[config.mk]
export PLATFORM = sky130hd
export DESIGN_NAME = piho_result_div
export DESIGN_NICKNAME = d
export VERILOG_FILES = /design/src/rtl/piho_pkg.sv /design/src/rtl/piho_seqdiv.sv /design/src/rtl/piho_result_div.sv
export SDC_FILE = /design/constraint.sdc
export NUM_CORES = 1
export LEC_CHECK = 0
export CAP_MARGIN = 20
export CORE_MARGIN = 2
export CORE_UTILIZATION = 45
export CTS_BUF_LIST = sky130_fd_sc_hd__clkbuf_8
export DETAILED_ROUTE_END_ITERATION = 7
export GPL_TIMING_DRIVEN = 0
export PLACE_DENSITY_LB_ADDON = 0.2
export SLEW_MARGIN = 10
export SYNTH_ARGS = -nofsm -noshare
export SYNTH_HDL_FRONTEND = slang
export SYNTH_SLANG_ARGS = --single-unit
[constraint.sdc]
create_clock -name clk -period 3.4 [get_ports clk]
set_input_delay 0.68 -clock clk [delete_from_list [all_inputs] [get_ports clk]]
set_output_delay 0.68 -clock clk [all_outputs]
set_load 0.05 [all_outputs]
[src/rtl/piho_pkg.sv]
// Shared constants for the path-integral result divider: default widths,
// settle delay and the FSM state encoding.
package piho_pkg;

    localparam int DEF_DW     = 64;
    localparam int DEF_SW     = 32;
    localparam int DEF_SETTLE = 4;

    localparam logic [1:0] ST_IDLE   = 2'd0;
    localparam logic [1:0] ST_SETTLE = 2'd1;
    localparam logic [1:0] ST_DIV    = 2'd2;
    localparam logic [1:0] ST_HOLD   = 2'd3;

endpackage

[src/rtl/piho_seqdiv.sv]
// Restoring unsigned divider: one quotient bit per cycle, MSB first, DW cycles.
// start loads the operands; done pulses for one cycle with the final result.
module piho_seqdiv #(
    parameter int DW = 64,
    parameter int SW = 32
) (
    input  logic          clk,
    input  logic          rst,
    input  logic          start,
    input  logic [DW-1:0] dividend,
    input  logic [SW-1:0] divisor,
    output logic [DW-1:0] quotient,
    output logic [SW-1:0] remainder,
    output logic          done
);
    localparam int CW = $clog2(DW);

    logic [SW:0]   rem_q;
    logic [DW-1:0] quo_q;
    logic [SW-1:0] dvs_q;
    logic [CW-1:0] cnt_q;
    logic          running;
    logic [SW:0]   trial;
    logic          take;

    // The dividend shifts out of quo_q's top while quotient bits shift in below.
    always_comb begin
        trial = (rem_q << 1) | (SW+1)'(quo_q[DW-1]);
        take  = (trial >= {1'b0, dvs_q});
    end

    always_ff @(posedge clk) begin
        if (!rst) begin
            rem_q   <= '0;
            quo_q   <= '0;
            dvs_q   <= '0;
            cnt_q   <= '0;
            running <= 1'b0;
            done    <= 1'b0;
        end else begin
            done <= 1'b0;
            if (start) begin
                rem_q   <= '0;
                quo_q   <= dividend;
                dvs_q   <= divisor;
                cnt_q   <= CW'(DW - 1);
                running <= 1'b1;
            end else if (running) begin
                rem_q <= take ? (trial - {1'b0, dvs_q}) : trial;
                quo_q <= {quo_q[DW-2:0], take};
                if (cnt_q == '0) begin
                    running <= 1'b0;
                    done    <= 1'b1;
                end else begin
                    cnt_q <= cnt_q - 1'b1;
                end
            end
        end
    end

    assign quotient  = quo_q;
    assign remainder = rem_q[SW-1:0];

endmodule

[src/rtl/piho_result_div.sv]
// Waits for the path-integral run to finish, lets the adder tree settle,
// then divides x2sumall by nsamples and offers the result on a valid/ready port.
module piho_result_div
    import piho_pkg::*;
#(
    parameter int SETTLE = DEF_SETTLE,
    parameter int DW     = DEF_DW,
    parameter int SW     = DEF_SW
) (
    input  logic          clk,
    input  logic          rst,
    input  logic          finish,
    input  logic [DW-1:0] x2sumall,
    input  logic [SW-1:0] nsamples,
    output logic [DW-1:0] quotient,
    output logic [SW-1:0] remainder,
    output logic          res_valid,
    input  logic          res_ready,
    output logic          div_zero,
    output logic          busy
);
    localparam logic [3:0] SETTLE_LAST = 4'(SETTLE - 1);

    logic [1:0]    state;
    logic          finish_d;
    logic          armed;
    logic [3:0]    settle_cnt;
    logic          rise;
    logic          capture;
    logic          div_start;
    logic          div_done;
    logic [DW-1:0] div_quo;
    logic [SW-1:0] div_rem;

    // armed stays low until finish is seen low, so a level held across reset never starts a run.
    assign rise      = finish && !finish_d && armed;
    assign capture   = (state == ST_SETTLE) && (settle_cnt == SETTLE_LAST);
    assign div_start = capture && (nsamples != '0);
    assign busy      = (state != ST_IDLE);

    piho_seqdiv #(.DW(DW), .SW(SW)) u_div (
        .clk       (clk),
        .rst       (rst),
        .start     (div_start),
        .dividend  (x2sumall),
        .divisor   (nsamples),
        .quotient  (div_quo),
        .remainder (div_rem),
        .done      (div_done)
    );

    // Handshake: once res_valid is high, it and the result hold until an edge with
    // res_ready=1 completes the transfer; res_ready means nothing while res_valid is low.
    always_ff @(posedge clk) begin
        if (!rst) begin
            state      <= ST_IDLE;
            finish_d   <= 1'b0;
            armed      <= 1'b0;
            settle_cnt <= '0;
            quotient   <= '0;
            remainder  <= '0;
            res_valid  <= 1'b0;
            div_zero   <= 1'b0;
        end else begin
            finish_d <= finish;
            armed    <= armed | ~finish;
            case (state)
                ST_IDLE: begin
                    if (rise) begin
                        state      <= ST_SETTLE;
                        settle_cnt <= '0;
                    end
                end
                ST_SETTLE: begin
                    if (capture) begin
                        if (nsamples == '0) begin
                            state <= ST_HOLD;
                        end else begin
                            state    <= ST_DIV;
                            div_zero <= 1'b0;
                        end
                    end else begin
                        settle_cnt <= settle_cnt + 1'b1;
                    end
                end
                ST_DIV: begin
                    if (div_done) begin
                        state     <= ST_HOLD;
                        quotient  <= div_quo;
                        remainder <= div_rem;
                        res_valid <= 1'b1;
                    end
                end
                ST_HOLD: begin
                    // Entering HOLD without a valid result means the captured divisor was zero.
                    if (!res_valid) begin
                        res_valid <= 1'b1;
                        quotient  <= '1;
                        remainder <= '0;
                        div_zero  <= 1'b1;
                    end else if (res_ready) begin
                        res_valid <= 1'b0;
                        state     <= ST_IDLE;
                    end
                end
                default: state <= ST_IDLE;
            endcase
        end
    end

endmodule
Word-level counts from Yosys, hierarchy flattened
Cells that the tools add are included.
{"block": "totals", "latchBits": 0, "elab_cells": 92, "regBits": 242, "n_memories": 0, "rom_bits": 0, "output_inout_bits": 99, "in_bits": 100, "ram_bits": 0}
{"block": "op_classes", "n_reduce_logical": 22, "bitwise_logic": 5, "magnitude_cmp": 1, "div_mod_pow": 0, "addsub": 3, "shift": 0, "eq_ne": 13, "mux": 34, "n_mul": 0}
{"cell": "2-to-1 mux 64 bit", "count": 4}
{"cell": "case mux 64 bit (2 select lines)", "count": 1}
{"cell": "2-to-1 mux 32 bit", "count": 3}
{"cell": "case mux 32 bit (2 select lines)", "count": 1}
{"cell": "greater-or-equal comparator 33 x 32 -> 1 bit", "count": 1}
{"cell": "bitwise OR 33 x 1 -> 33 bit", "count": 1}
{"cell": "logical NOT 32 bit", "count": 1}
{"cell": "nonzero test 32 bit", "count": 1}
{"cell": "subtractor 32 bit", "count": 1}
{"cell": "2-to-1 mux 6 bit", "count": 3}
{"cell": "!= test 2 bit (second input constant)", "count": 8}
{"cell": "2-to-1 mux 1 bit", "count": 11}
{"cell": "2-to-1 mux 2 bit", "count": 5}
{"cell": "nonzero test 2 bit", "count": 5}
{"cell": "2-to-1 mux 4 bit", "count": 2}
{"cell": "case mux 2 bit (4 select lines)", "count": 1}
{"cell": "case mux 4 bit (2 select lines)", "count": 1}
{"cell": "logical NOT 6 bit", "count": 1}
{"cell": "AND reduction 3 bit", "count": 2}
{"cell": "subtractor 6 x 1 -> 6 bit (second input constant)", "count": 1}
{"cell": "AND reduction 5 bit", "count": 1}
{"cell": "adder 4 x 1 -> 4 bit (second input constant)", "count": 1}
{"cell": "equality test 2 bit (second input constant)", "count": 2}
{"cell": "equality test 4 x 2 -> 1 bit (second input constant)", "count": 1}
{"cell": "other kinds (12)", "count": 19}

Longest topological paths before layout
{"block": "depth", "depth_word": 5, "ltp_mapped": 12, "ltp_nobuf": 12}

Cells and area by module
A second synthesis with hierarchy kept.
{"block": "unflattened", "cells_unflattened": 1242, "area_unflattened_um2": 11569.8}
{"mod": "piho_seqdiv", "seq_area_each_um2": 2722.6, "cells_each": 903, "area_per_inst_um2": 7671.1, "n_inst": 1}
{"mod": "piho_result_div", "seq_area_each_um2": 2122.0, "cells_each": 339, "area_per_inst_um2": 3898.7, "n_inst": 1}

Worst setup path after synthesis
OpenSTA, ideal clock, no wires.
{"block": "synth_timing", "path_kind": "flip-flop to flip-flop", "from": "register u_div.quo_q[63], in the netlist u_div.quotient[63]", "to": "register u_div.rem_q[28]", "stages_incl_launch_ff": 13, "required_ns": 3.264, "path_buffers": 0, "setup_time_ns": 0.136, "synth_period_minus_slack_ns": 2.646, "slack_ns": 0.754, "t_arrival_ns": 2.510, "cell_sequence": "dfxtp_1 inv_1 ha_1 inv_1 fa_1 a211oi_1 o31ai_2 a21boi_1 o21bai_1 a21bo_2 or4_1 nand3_1 a31oi_1"}
{"block": "synth_between", "elab_chain_len": 3, "elab_cells_between_ends": 4, "classes_between": "1 x add/sub; 1 x order compare; 1 x mux; 1 x bitwise"}
{"element": "start: declaration", "line": "piho_seqdiv.sv:19", "source": "logic [DW-1:0] quo_q;"}
{"element": "start signal: assignment", "line": "piho_seqdiv.sv:44", "source": "quo_q <= dividend;"}
{"element": "start signal: assignment", "line": "piho_seqdiv.sv:50", "source": "quo_q <= {quo_q[DW-2:0], take};"}
{"element": "bitwise OR 33 x 1 -> 33 bit *", "line": "piho_seqdiv.sv:28", "source": "trial = (rem_q << 1) | (SW+1)'(quo_q[DW-1]);"}
{"element": "subtractor 32 bit or greater-or-equal comparator 33 x 32 -> 1 bit (tied branches)", "line": "piho_seqdiv.sv:49, piho_seqdiv.sv:29"}
{"element": "2-to-1 mux 32 bit *", "line": "piho_seqdiv.sv:49", "source": "rem_q <= take ? (trial - {1'b0, dvs_q}) : trial;"}
{"element": "end signal: assignment", "line": "piho_seqdiv.sv:49"}
{"element": "end: declaration", "line": "piho_seqdiv.sv:18", "source": "logic [SW:0] rem_q;"}
Every way passes the cells marked *; elsewhere a longest branch is shown, timed or not.
A chain may end at the register's enable or synchronous reset.

Final worst setup path
{"block": "layout_timing", "from": "input port nsamples[16]", "to": "register u_div.rem_q[26]"}
{"block": "layout_between", "elab_chain_len": 3}
{"element": "start: declaration", "line": "piho_result_div.sv:14", "source": "input logic [SW-1:0] nsamples,"}
{"element": "nonzero test 32 bit", "line": "piho_result_div.sv:38", "source": "assign div_start = capture && (nsamples != '0);"}
{"element": "logical AND 1 bit", "line": "piho_result_div.sv:38"}
{"element": "OR reduction 2 bit (no line)"}
No other way between the ends.

==> flow_summary.toml <==
[route]
first_pass_iters = 5
drt_iter0_drc = 713
wl_met3_um = 2770
vias_per_cell = 5.50
met2_wirelength_um = 15300
vias = 10300
drt-met1-wl_um = 13400
routedWlPerCell_um = 17.3
drtAntennaViolNets = 0
top_layer = "met5"
totalWireLength_um = 32600
drc = 0

[timing]
rsz0062_at_grt = "no"
finalSetupViolations = 0
timing.final.crit_period_ns = 3.18
worst_slew_pin_slew_ns = 0.942
fin_crit_sh = 0.934
setup_slack_ns = 0.223
max_freq_mhz = 315
hold_viol_final = 0
slew_viol_final = 0
slew-limit-headroom = 0.370
clock_skew_ns = 0.0302

[final_layout]
antennaDiodeCount = 0
multiInputGateArea_sq_um = 6200
syn2layout_area_growth_pct = 27.7
post-route-util = 0.587
final_cells = 1877
nFillCells = 2357
regArea_sq_um = 4840
final_common_cell = "dfxtp_1"
final_nets = 1661
fin_area_sq_um = 14800
most-common-layout-cells = "dfxtp_1 (242), nand2_1 (213), clkdlybuf4s50_1 (198)"
drive_above_1_share = 0.0995

[power]
p_leak_uw = 0.00616
p_int_uw = 5130
ir_drop_uv = 392
seqPwrFrac = 0.422
comb_power_share = 0.245
p_clk_frac = 0.332
powerDensity_nw_per_um2 = 512
p_sw_frac = 0.324
switchingPower_uw = 2460

[grt]
grt-ovfl-total = 0
first_global_vias = 10200
track_usage = 0.240
grt_pass1_wl_um = 51800
grt_antenna_before_repair = 1
grt_max_degree = 12

[die]
core_area_sq_um = 25300
initial_utilization = 0.460
fp.dieW_um = 165
dieHeight_um = 165
io_pins = 199
die_area_sq_um = 27100
row_count = 58

[clock_tree]
h-tree-depth = 2
clk_pin_slew_ns = 0.05
cts_hold_buf = 0
clkSinkCount = 242
cts_buffer_depth = 3
numCtsBuffers = 41
cts_tree = "built"
clk_latency_ns = 0.55
cts-root-buf = "clkbuf_8"

[critical_path]
crit_fanout = 10
worstSetupPathType = "primary input to flip-flop"
crit_arrival_ns = 3.62
required_ns = 3.84
critPathLaunchType = "primary input"
endpoint_kind = "flip-flop"

[logic_synthesis]
synth_fp_nets = 1419
synth_top_cell_by_area = "dfxtp_1"
yosysTopAreaCellShare = 0.417
synth_area_sq_um = 11600
ys_warn_count = 0
syn_avg_cell_area_sq_um = 9.08
synth_edf_count = 0
syn_inst = 1278
async_reset_ff_frac = 0
ys_types = 67
synth.area.top_cells = "dfxtp_1 (42%), nand2_1 (6.9%), o221a_2 (6.2%)"
yosysSeqAreaShare = 0.417
ys_ff_latch = 242
synthFlopType = "dfxtp_1"

[place]
post-place-ws_ns = -0.600
gp_congestion = 0.903
port_buffers = 198
dp.cells = 1807
hpwl_um = 24600
placed_area_sq_um = 14000

[job]
maxCapViolations = 0

[min_path]
min-delay-path-class = "flip-flop to flip-flop"

[outcome]
outcome = "complete, no violations"
[through the flow]
stage          TNS [ns]  hold WS [ns]  power, uW
2_1_floorplan         0         0.438       4420
3_3_place_gp     -45.22         0.447       5110
3_5_place_dp     -48.14         0.457       5120
4_1_cts               0         0.466       7660
5_1_grt               0         0.485       7910
6_report              0         0.464       7590
[power groups by stage]
| stage | Sequential, uW | Combinational, uW | Clock, uW |
|---|---|---|---|
| finish | 3210 | 1860 | 2520 |
| global route | 3230 | 1960 | 2730 |
| CTS | 3200 | 1870 | 2590 |
| detailed placement | 3250 | 1870 | 0 |
| global placement | 3260 | 1850 | 0 |
| floorplan | 3930 | 489 | 0 |
[layout make-up]
| class | instances | area share |
|---|---|---|
| multi-input cells | 888 | 0.418 |
| clock buffers | 51 | 0.0474 |
| clock inverters | 19 | 0.00659 |
| well taps | 330 | 0.0279 |
| plain buffers | 100 | 0.0267 |
| inverters | 48 | 0.0122 |
| repair buffers | 199 | 0.134 |
| flip-flops and latches | 242 | 0.327 |
[sequential cells by signal, indices dropped and copies added (netlist names)]
| register | count |
|---|---|
| u_div.running | 1 |
| finish_d | 1 |
| u_div.dvs_q | 32 |
| state | 2 |
| remainder | 32 |
| u_div.rem_q | 32 |
| u_div.done | 1 |
| settle_cnt | 4 |
| quotient | 64 |
| armed | 1 |
| u_div.cnt_q | 6 |
| div_zero | 1 |
| res_valid | 1 |
| u_div.quotient | 64 |
[path summary, 6_finish.rpt]
kind | start | to | slack [ns] | cells past startpoint
max | nsamples[16] | u_div.rem_q[26]$_SDFFE_PP0P_ | 0.22 | 11
min | u_div.dvs_q[21]$_SDFFE_PN0P_ | u_div.dvs_q[21]$_SDFFE_PN0P_ | 0.46 | 2
max reg2reg | u_div.quotient[63]$_SDFFE_PN0P_ | u_div.rem_q[30]$_SDFFE_PP0P_ | 0.30 | 12
min reg2reg | u_div.dvs_q[21]$_SDFFE_PN0P_ | u_div.dvs_q[21]$_SDFFE_PN0P_ | 0.46 | 2
[worst max-delay path, cell delays in order]
cell and delay, ns:
clkdlybuf4s50_1 0.53, nor4_2 0.46, nand4_1 0.19, nor2_1 0.25, or2_1 0.14, clkbuf_1 0.22, and2_1 0.16, buf_2 0.22
clkbuf_1 0.42, o21ai_0 0.16, a31oi_1 0.19
[repair_timing]
action,in CTS,in global routing
buffers inserted,0,0
resized for setup,1,2
pin swaps,0,0
setup endpoints to repair,1,11
[logic make-up after synthesis]
logic type / Yosys count / synth area share
and+or+nand+nor: 370 / 0.147
buffers and inverters: 148 / 0.0495
adders and majority gates: 41 / 0.0448
muxes: 66 / 0.0570
AOI/OAI and AO/OA: 380 / 0.261
xor gates and xnor gates: 31 / 0.0234
DFF: 242 / 0.417
[routing by layer]
metal  vias to the layer above  GRT usage
li1                       5124          -
met1                      4780      0.285
met2                       329      0.402
met3                        82     0.0799
met4                         2     0.0893
met5                         -          0
[cell usage after synthesis (3+ instances only)]
cell,instances
mux2i_1,65
and3_1,9
nor2_1,36
xor2_1,9
o21a_1,6
nor3_1,6
a31oi_1,27
nor2b_1,35
xnor2_1,22
a211oi_1,4
and2_1,5
nand3_1,10
nand2_1,213
o21ai_0,57
a21o_1,6
o31ai_1,4
nand3b_1,4
a22oi_1,32
buf_1,5
or3_1,4
o221a_2,64
ha_1,40
or4_1,3
a21boi_0,44
a21oi_1,38
nand2b_1,5
o21ai_1,3
dfxtp_1,242
clkbuf_1,82
nor4_1,12
buf_2,11
o21bai_1,3
inv_1,48
nand4_1,17
o211a_1,63
o211ai_1,5
Power figures use the tool's default switching activity.
